### src/rtl/cvxif_copro_responder.sv
// cvxif_copro_responder
// Coprocessor-side responder for the CV-X-IF custom-instruction port.
// It decodes custom-0 instructions and answers each issue request in the same
// cycle. Accepted instructions run in order: ADD, NOP and EXC complete at once,
// and MADD takes LatMulti cycles. Results leave through a small FIFO that uses
// a valid/ready handshake.
//
// Ports
//   clk_i, rst_ni          clock, asynchronous active-low reset
//   issue_valid_i/_ready_o issue handshake (transfer when both are high)
//   issue_instr_i          offloaded instruction word
//   issue_id_i             transaction id
//   issue_rs1_i/_rs2_i     source operands, valid with issue_valid_i
//   issue_accept_o         instruction recognised (only during a handshake)
//   issue_writeback_o      accepted instruction will write rd
//   result_valid_o/_ready_i result handshake (the head pops when both are high)
//   result_id_o/_data_o/_rd_o/_we_o/_exc_o/_exccode_o  fields of the FIFO head
//
// Handshake rule for both channels: a transfer happens on a rising clk_i edge
// where valid and ready are both high. Valid does not depend on ready. While
// valid is high and ready is low, the payload is held stable.
module cvxif_copro_responder #(
   parameter int unsigned XLEN        = 32,
   parameter int unsigned IdWidth     = 2,
   parameter int unsigned ResultDepth = 2,
   parameter int unsigned LatMulti    = 3
) (
   input  logic               clk_i,
   input  logic               rst_ni,
   input  logic               issue_valid_i,
   output logic               issue_ready_o,
   input  logic [31:0]        issue_instr_i,
   input  logic [IdWidth-1:0] issue_id_i,
   input  logic [XLEN-1:0]    issue_rs1_i,
   input  logic [XLEN-1:0]    issue_rs2_i,
   output logic               issue_accept_o,
   output logic               issue_writeback_o,
   output logic               result_valid_o,
   input  logic               result_ready_i,
   output logic [IdWidth-1:0] result_id_o,
   output logic [XLEN-1:0]    result_data_o,
   output logic [4:0]         result_rd_o,
   output logic               result_we_o,
   output logic               result_exc_o,
   output logic [5:0]         result_exccode_o
);

   localparam int unsigned PtrW = (ResultDepth > 1) ? $clog2(ResultDepth) : 1;
   localparam int unsigned CntW = $clog2(ResultDepth + 1);
   localparam int unsigned LatW = $clog2(LatMulti);

   typedef enum logic {IDLE = 1'b0, BUSY = 1'b1} state_e;

   typedef struct packed {
      logic [IdWidth-1:0] id;
      logic [XLEN-1:0]    data;
      logic [4:0]         rd;
      logic               we;
      logic               exc;
   } entry_t;

   // ---------------- decode ----------------
   logic [2:0] funct3;
   logic [4:0] rd;
   logic       opcode_ok, recognised, is_add, is_nop, is_madd, is_exc, hs;
   logic       unused_instr_bits;

   assign funct3     = issue_instr_i[14:12];
   assign rd         = issue_instr_i[11:7];
   assign opcode_ok  = (issue_instr_i[6:0] == 7'b0001011) && (issue_instr_i[31:25] == 7'b0);
   assign is_add     = opcode_ok && (funct3 == 3'b000);
   assign is_nop     = opcode_ok && (funct3 == 3'b001);
   assign is_madd    = opcode_ok && (funct3 == 3'b010);
   assign is_exc     = opcode_ok && (funct3 == 3'b011);
   assign recognised = is_add | is_nop | is_madd | is_exc;
   // Register-source fields travel as operands and are not decoded here.
   assign unused_instr_bits = ^issue_instr_i[24:15];

   // ---------------- state ----------------
   state_e             state_q, state_d;
   logic [LatW-1:0]    lat_q, lat_d;
   logic [XLEN-1:0]    op_a_q, op_b_q;
   logic [IdWidth-1:0] madd_id_q;
   logic [4:0]         madd_rd_q;
   entry_t             mem_q [ResultDepth];
   logic [PtrW-1:0]    wptr_q, rptr_q;
   logic [CntW-1:0]    count_q;

   logic   madd_capture, madd_push, sc_push, push, pop;
   entry_t push_entry, head;

   assign hs                = issue_valid_i & issue_ready_o;
   assign issue_ready_o     = (state_q == IDLE) && (count_q < CntW'(ResultDepth));
   assign issue_accept_o    = hs & recognised;
   assign issue_writeback_o = issue_accept_o & (is_add | is_madd) & (rd != 5'd0);

   // FSM: MADD occupies the datapath for LatMulti cycles. No issue is taken
   // while BUSY, which keeps results in order and reserves a FIFO slot.
   always_comb begin
      state_d      = state_q;
      lat_d        = lat_q;
      madd_capture = 1'b0;
      madd_push    = 1'b0;
      unique case (state_q)
         IDLE: begin
            if (issue_accept_o && is_madd) begin
               state_d      = BUSY;
               lat_d        = LatW'(LatMulti - 1);
               madd_capture = 1'b1;
            end
         end
         BUSY: begin
            // The counter reaching 0 on this edge is the push edge.
            lat_d = lat_q - LatW'(1);
            if (lat_q == LatW'(1)) begin
               madd_push = 1'b1;
               state_d   = IDLE;
            end
         end
         default: state_d = IDLE;
      endcase
   end

   // ADD/NOP/EXC push at the handshake edge. MADD pushes later, when issue is
   // blocked, so the two push sources never collide.
   assign sc_push = issue_accept_o & ~is_madd;
   assign push    = sc_push | madd_push;
   assign pop     = result_valid_o & result_ready_i;

   always_comb begin
      push_entry = '0;
      if (madd_push) begin
         push_entry.id   = madd_id_q;
         push_entry.data = op_a_q + op_b_q + op_a_q;
         push_entry.rd   = madd_rd_q;
         push_entry.we   = (madd_rd_q != 5'd0);
      end else begin
         push_entry.id   = issue_id_i;
         push_entry.data = is_add ? (issue_rs1_i + issue_rs2_i) : '0;
         push_entry.rd   = rd;
         push_entry.we   = issue_writeback_o;
         push_entry.exc  = is_exc;
      end
   end

   function automatic logic [PtrW-1:0] ptr_inc(input logic [PtrW-1:0] p);
      return (p == PtrW'(ResultDepth - 1)) ? '0 : p + PtrW'(1);
   endfunction

   always_ff @(posedge clk_i or negedge rst_ni) begin
      if (!rst_ni) begin
         state_q   <= IDLE;
         lat_q     <= '0;
         op_a_q    <= '0;
         op_b_q    <= '0;
         madd_id_q <= '0;
         madd_rd_q <= '0;
         wptr_q    <= '0;
         rptr_q    <= '0;
         count_q   <= '0;
         for (int i = 0; i < int'(ResultDepth); i++) mem_q[i] <= '0;
      end else begin
         state_q <= state_d;
         lat_q   <= lat_d;
         if (madd_capture) begin
            op_a_q    <= issue_rs1_i;
            op_b_q    <= issue_rs2_i;
            madd_id_q <= issue_id_i;
            madd_rd_q <= rd;
         end
         if (push) begin
            mem_q[wptr_q] <= push_entry;
            wptr_q        <= ptr_inc(wptr_q);
         end
         if (pop) rptr_q <= ptr_inc(rptr_q);
         if (push && !pop)      count_q <= count_q + CntW'(1);
         else if (pop && !push) count_q <= count_q - CntW'(1);
      end
   end

   assign head             = mem_q[rptr_q];
   assign result_valid_o   = (count_q != '0);
   assign result_id_o      = head.id;
   assign result_data_o    = head.data;
   assign result_rd_o      = head.rd;
   assign result_we_o      = head.we;
   assign result_exc_o     = head.exc;
   assign result_exccode_o = head.exc ? 6'd2 : 6'd0;

endmodule

### config.mk
export PLATFORM = sky130hd
export DESIGN_NAME = cvxif_copro_responder
export DESIGN_NICKNAME = d
export VERILOG_FILES = /design/src/rtl/cvxif_copro_responder.sv
export SDC_FILE = /design/constraint.sdc
export NUM_CORES = 1
export LEC_CHECK = 0
export ABC_AREA = 1
export CORE_MARGIN = 4
export CORE_UTILIZATION = 60
export CTS_CLUSTER_DIAMETER = 120
export CTS_CLUSTER_SIZE = 20
export DETAILED_ROUTE_END_ITERATION = 7
export DONT_BUFFER_PORTS = 1
export PLACE_DENSITY_LB_ADDON = 0.25
export SETUP_SLACK_MARGIN = 0.5
export SYNTH_ARGS = -nofsm -noshare
export SYNTH_HDL_FRONTEND = slang
export SYNTH_SLANG_ARGS = --single-unit
### constraint.sdc
create_clock -name clk_i -period 5.1 [get_ports clk_i]
set_clock_uncertainty 0.2 [all_clocks]
set_input_delay 1.53 -clock clk_i [delete_from_list [all_inputs] [get_ports clk_i]]
set_output_delay 1.53 -clock clk_i [all_outputs]
set_load 0.02 [all_outputs]
==> results.json, run 1 <==
{
  "yosysSeqAreaShare": 0.338,
  "start_util": 0.620,
  "cts_buffers": 17,
  "portBuffers": 0,
  "synthArstFlopShare": 1.00,
  "synth.cell_area_um2": 11800,
  "fin_crit_ps": 4400,
  "worstSetupEndpointType": "output pin",
  "start_kind": "input pin",
  "dp.cells": 2112,
  "clock-sinks": 159,
  "cts-root-buf": "clkbuf_16",
  "detailed_place_hpwl_mm": 24.0,
  "p_leak_nw": 7.47,
  "setup_viol": 0,
  "drtIter0Drc": 873,
  "fin_tns_setup_ps": 0,
  "cts_hold_buf": 0,
  "syn_area_per_cell_um2": 6.21,
  "most-common-layout-cells": "856 x nand2_1, 307 x inv_1, 159 x dfrtp_1, 128 x o21ai_0, 104 x nor2_1",
  "ir_drop_mv": 0.231,
  "regToRegStartpoint": "state_q",
  "slew_viol_final": 0,
  "yosys.area.top_type": "dfrtp_1",
  "tightestPinTransition_ps": 859,
  "cp_max_fo": 4,
  "antenna_found_initial": 0,
  "rows": 50,
  "postSynthCellCount": 1896,
  "hold_viol_final": 0,
  "grt_pass1_wl_mm": 52.2,
  "gr-total-overflow": 0,
  "clk_pin_slew_ps": 70,
  "postCtsResizedCells": 0,
  "grt_pass1_vias": 10578,
  "yosysTopAreaCellShare": 0.338,
  "wl_per_cell_um": 14.9,
  "synthFlopType": "dfrtp_1",
  "die_x_um": 148,
  "rsz0062_at_grt": "no",
  "synth_cell_types": 39,
  "vias_per_cell": 5.24,
  "nNetsFinal": 2038,
  "grt_max_degree": 160,
  "clock_latency_ps": 430,
  "firstDrtPassIters": 5,
  "yosysWarnings": 0,
  "final_common_cell": "nand2_1",
  "min_path_type": "reg2reg",
  "cp.arrival_ps": 2670,
  "totalPowerFinal_mw": 3.06,
  "synth-edff-count": 0,
  "pre_cts_ws_ps": 705,
  "place.gp.congestion": 0.965,
  "max-cap-violations": 0,
  "post_cts_buffers": 0,
  "htreeDepth": 4,
  "grt_use_total": 0.296,
  "ys_ff_latch": 159,
  "max_freq_mhz": 227,
  "min-delay-start": "mem_q[70]",
  "status": "finished, final reports clean",
  "synth_area_leaders": "dfrtp_1 34%, nand2_1 27%, inv_1 9.8%, ha_1 6.7%, o21ai_0 5.4%",
  "ant_nets": 0,
  "fin_cells": 2144,
  "vias": 11241,
  "die_y_um": 148,
  "crit_required_ps": 3370,
  "powerDensity_nw_per_um2": 246,
  "relSlewSlack": 0.426,
  "die_area_um2": 21900,
  "cts_buffer_depth": 2,
  "worst_slack_ps": 700,
  "io_pins": 153,
  "fin_crit_sh": 0.863,
  "wirelength_mm": 31.9,
  "cp-startpoint": "issue_instr_i[5]",
  "area_delta_synth_final_pct": 5.72,
  "worstSetupPathType": "in2out",
  "core_um2": 19000,
  "post-route-util": 0.655,
  "post-route-drc-count": 0,
  "n_antenna_cell": 0,
  "cts_tree": "built",
  "final_layout_size_suffix_gt1_frac": 0.0297
}
routing by layer:
layer / part of all wire / vias to the layer above / routed length [µm] / GRT usage
li1: - / 5721 / - / -
met1: 0.46 / 5020 / 14600 / 0.425
met2: 0.44 / 457 / 14000 / 0.463
met3: 0.087 / 43 / 2760 / 0.0631
met4: 0.016 / 0 / 499 / 0.0684
met5: 0 / - / 0 / 0
worst max-delay path, stage by stage:
cell     delay, ps
nor2_1         120
nand3_1         80
nor2_1         140
nand2_2        120
nor2_4         200
inv_2           90
nor2_1         380
cells by family (layout without fill, tap and decap cells):
| logic type | count (synthesis) | after routing | synth area share |
|---|---|---|---|
| AND/OR/NAND/NOR | 1094 | 1094 | 0.371 |
| buffers and inverters | 366 | 350 | 0.125 |
| AO/OA/AOI/OAI | 201 | 201 | 0.0888 |
| flip-flops | 159 | 159 | 0.338 |
| adder cells (fa/ha/maj) | 65 | 65 | 0.0703 |
| XOR/XNOR | 10 | 10 | 0.00743 |
| other | 1 | 5 | 0.000318 |
stage by stage:
stage | hold slack, ps | cell area [µm²]
finish | 280 | 12500
global route | 305 | 12500
CTS | 282 | 12500
detailed placement | 265 | 11900
global placement | 262 | 11900
floorplan | 246 | 11800
cell type report:
type | instances | area, µm²
clock buffers | 21 | 460
clock inverters | 11 | 119
fillers | 1879 | 6560
inverters | 312 | 1170
multi-input cells | 1375 | 6360
flip-flops and latches | 159 | 3980
well taps | 260 | 325
repair buffers | 6 | 45.0
where the power goes:
part | leakage [nW] | switching (mW) | internal, mW
registers | 2.22 | 0.00790 | 1.27
clock network | 0.275 | 0.577 | 0.713
logic | 4.98 | 0.353 | 0.135
total | 7.47 | 0.938 | 2.12
cell usage after synthesis (7+ instances only):
master / count
inv_1: 307
buf_4: 10
or2_2: 7
clkbuf_1: 19
nor3_1: 11
dfrtp_1: 159
nor2_1: 105
o21ai_0: 128
ha_1: 63
o21ai_1: 8
nand3b_1: 13
nand2_1: 856
nand3_1: 85
buf_2: 18
a21oi_1: 52
registers in the layout, summed over array words and instances, names as in the netlist, 2 cells and up:
register and cells:
mem_q 82, op_b_q 32, op_a_q 31, madd_rd_q 5
count_q 2, lat_q 2, madd_id_q 2
path summary, 6_finish.rpt:
path,to,slack [ps],cells past startpoint
setup / recovery,issue_writeback_o,700,7
hold / removal,mem_q[70],280,2
setup reg to reg,mem_q[38],1960,9
hold reg to reg,mem_q[70],280,2
max in group asynchronous,op_a_q[12],3900,0
min in group asynchronous,mem_q[4],590,0
Note: power is estimated with default switching activity, not from simulation.
==> inputs of run 2 (changes only) <==
--- a/config.mk
+++ b/config.mk
@@ -6,8 +6,10 @@
 export NUM_CORES = 1
 export LEC_CHECK = 0
 export ABC_AREA = 1
+export CELL_PAD_IN_SITES_DETAIL_PLACEMENT = 1
+export CELL_PAD_IN_SITES_GLOBAL_PLACEMENT = 1
 export CORE_MARGIN = 4
-export CORE_UTILIZATION = 60
+export CORE_UTILIZATION = 49
 export CTS_CLUSTER_DIAMETER = 120
 export CTS_CLUSTER_SIZE = 20
 export DETAILED_ROUTE_END_ITERATION = 7
==> results.json, run 2 (same netlist as run 1, synthesis figures left out) <==
{
  "status": "finished, final reports clean",
  "cts_tree": "built",
  "worst_slack_ps": 677,
  "n_antenna_cell": 0,
  "cts_hold_buf": 0,
  "cpPeakStageDelay_ps": 380,
  "post-route-util": 0.534,
  "hold_viol_final": 0,
  "cp.buffers_inverters": 1,
  "dp.cells": 2170,
  "max-cap-violations": 0,
  "die_y_um": 163,
  "swShare": 0.329,
  "pwr-share-clk": 0.434,
  "worst_path_most_repeated_cell": "nor2_1",
  "post-route-drc-count": 0,
  "clock-sinks": 159,
  "rsz0062_at_grt": "no",
  "final_layout_size_suffix_gt1_frac": 0.0303,
  "wirelength_mm": 37.8,
  "start_util": 0.500,
  "drtIter0Drc": 758,
  "post_cts_buffers": 0,
  "start_kind": "input pin",
  "fin_tns_setup_ps": 0,
  "grt_pass1_wl_mm": 61.8,
  "rows": 56,
  "ir_drop_mv": 0.250,
  "fin_crit_ps": 4420,
  "powerDensity_nw_per_um2": 251,
  "wl_per_cell_um": 17.2,
  "io_pins": 153,
  "top_register": "mem_q",
  "min_path_type": "reg2reg",
  "final_common_cell": "nand2_1",
  "portBuffers": 0,
  "place_area_um2": 11900,
  "p_leak_nw": 7.49,
  "tightestPinTransition_ps": 872,
  "p_sw_mw": 1.04,
  "relSlewSlack": 0.417,
  "fin_crit_sh": 0.867,
  "slew_viol_final": 0,
  "vias_per_cell": 5.30,
  "cp_max_fo": 4,
  "final.fill_count": 3355,
  "largest_reg_flops": 82,
  "crit_slowest_cell": "nor2_1",
  "most-common-layout-cells": "856 x nand2_1, 307 x inv_1, 159 x dfrtp_1, 128 x o21ai_0, 104 x nor2_1",
  "die_x_um": 163,
  "grt_use_total": 0.291,
  "top_regs": "mem_q x82, op_b_q x32, op_a_q x31",
  "design_area_um2": 12600,
  "detailed_place_hpwl_mm": 28.7,
  "cts_buffer_depth": 2,
  "setup_viol": 0,
  "core_um2": 23500,
  "gr-total-overflow": 0,
  "cp.arrival_ps": 2690,
  "worstSetupPathType": "in2out",
  "cts_buffers": 17,
  "crit_required_ps": 3370,
  "vias": 11670,
  "multi_input_area_um2": 6360,
  "nNetsFinal": 2037,
  "firstDrtPassIters": 7,
  "place.gp.congestion": 0.934,
  "max_freq_mhz": 226,
  "regArea_um2": 3980,
  "htreeDepth": 4,
  "clock_latency_ps": 440,
  "worstSetupEndpointType": "output pin",
  "postCtsResizedCells": 0,
  "combPwrFrac": 0.160,
  "path_cells": "nor2_1 -> nand3_1 -> nor2_1 -> nand2_2 -> nor2_4 -> inv_2 -> nor2_1",
  "critPathTopFamily": "simple AND/OR/NAND/NOR gates",
  "grt_max_degree": 160,
  "grt_pass1_vias": 12202,
  "fin_cells": 2202,
  "pre_cts_ws_ps": 656,
  "ant_nets": 0,
  "seq_power_share": 0.406,
  "antenna_found_initial": 0,
  "area_delta_synth_final_pct": 6.62,
  "clk_pin_slew_ps": 70,
  "die_area_um2": 26600,
  "cts-root-buf": "clkbuf_16",
  "intPower_mw": 2.12
}
[run 2: changes by cell type in the layout (fill, tap and decap cells not counted), sizes merged]
cell / delta
clkinv: +5
clkinvlp: -1
buf: -1
clkbuf: -4
[run 2: power by group through the flow]
stage	clock (mW)	sequential (mW)	combinational, mW
3_3_place_gp	0	1.30	0.486
6_report	1.37	1.28	0.504
2_1_floorplan	0	1.30	0.358
5_1_grt	1.44	1.28	0.557
4_1_cts	1.37	1.28	0.505
3_5_place_dp	0	1.31	0.502
[run 2: path summary, 6_finish.rpt]
kind | startpoint | to | slack [ps] | cells after the start
setup / recovery | issue_instr_i[5] | issue_writeback_o | 680 | 7
hold / removal | count_q[0] | count_q[0] | 280 | 1
setup reg to reg | lat_q[0] | mem_q[17] | 1810 | 9
hold reg to reg | count_q[0] | count_q[0] | 280 | 1
max in group asynchronous | rst_ni | mem_q[25] | 3880 | 0
min in group asynchronous | rst_ni | mem_q[4] | 580 | 0
[run 2: cell type report]
| cell class | count | area share |
|---|---|---|
| Clock inverter | 15 | 0.0153 |
| Multi-Input combinational cell | 1375 | 0.506 |
| Inverter | 312 | 0.0932 |
| Clock buffer | 17 | 0.0339 |
| Sequential cell | 159 | 0.317 |
| Timing Repair Buffer | 5 | 0.00299 |
| Tap cell | 319 | 0.0318 |
[run 2: worst reg2reg max path, delay by kind of cell (launching register included)]
family	cells	cell delay, ps
adder cells (fa/ha/maj)	1	230
buffers and inverters	1	380
AND/OR/NAND/NOR	6	1520
AO/OA/AOI/OAI	1	500
flip-flops	1	410
[run 2: per-stage QoR]
stage,hold WS [ps],power [mW]
3_3_place_gp,262,1.79
2_1_floorplan,246,1.66
3_5_place_dp,265,1.81
4_1_cts,284,3.16
5_1_grt,305,3.28
6_report,279,3.15
[run 2: per-layer routing]
metal	global-route usage	routed length [µm]
met1	0.403	17600
met2	0.489	17800
met3	0.0406	1920
met4	0.0618	533
met5	0	0
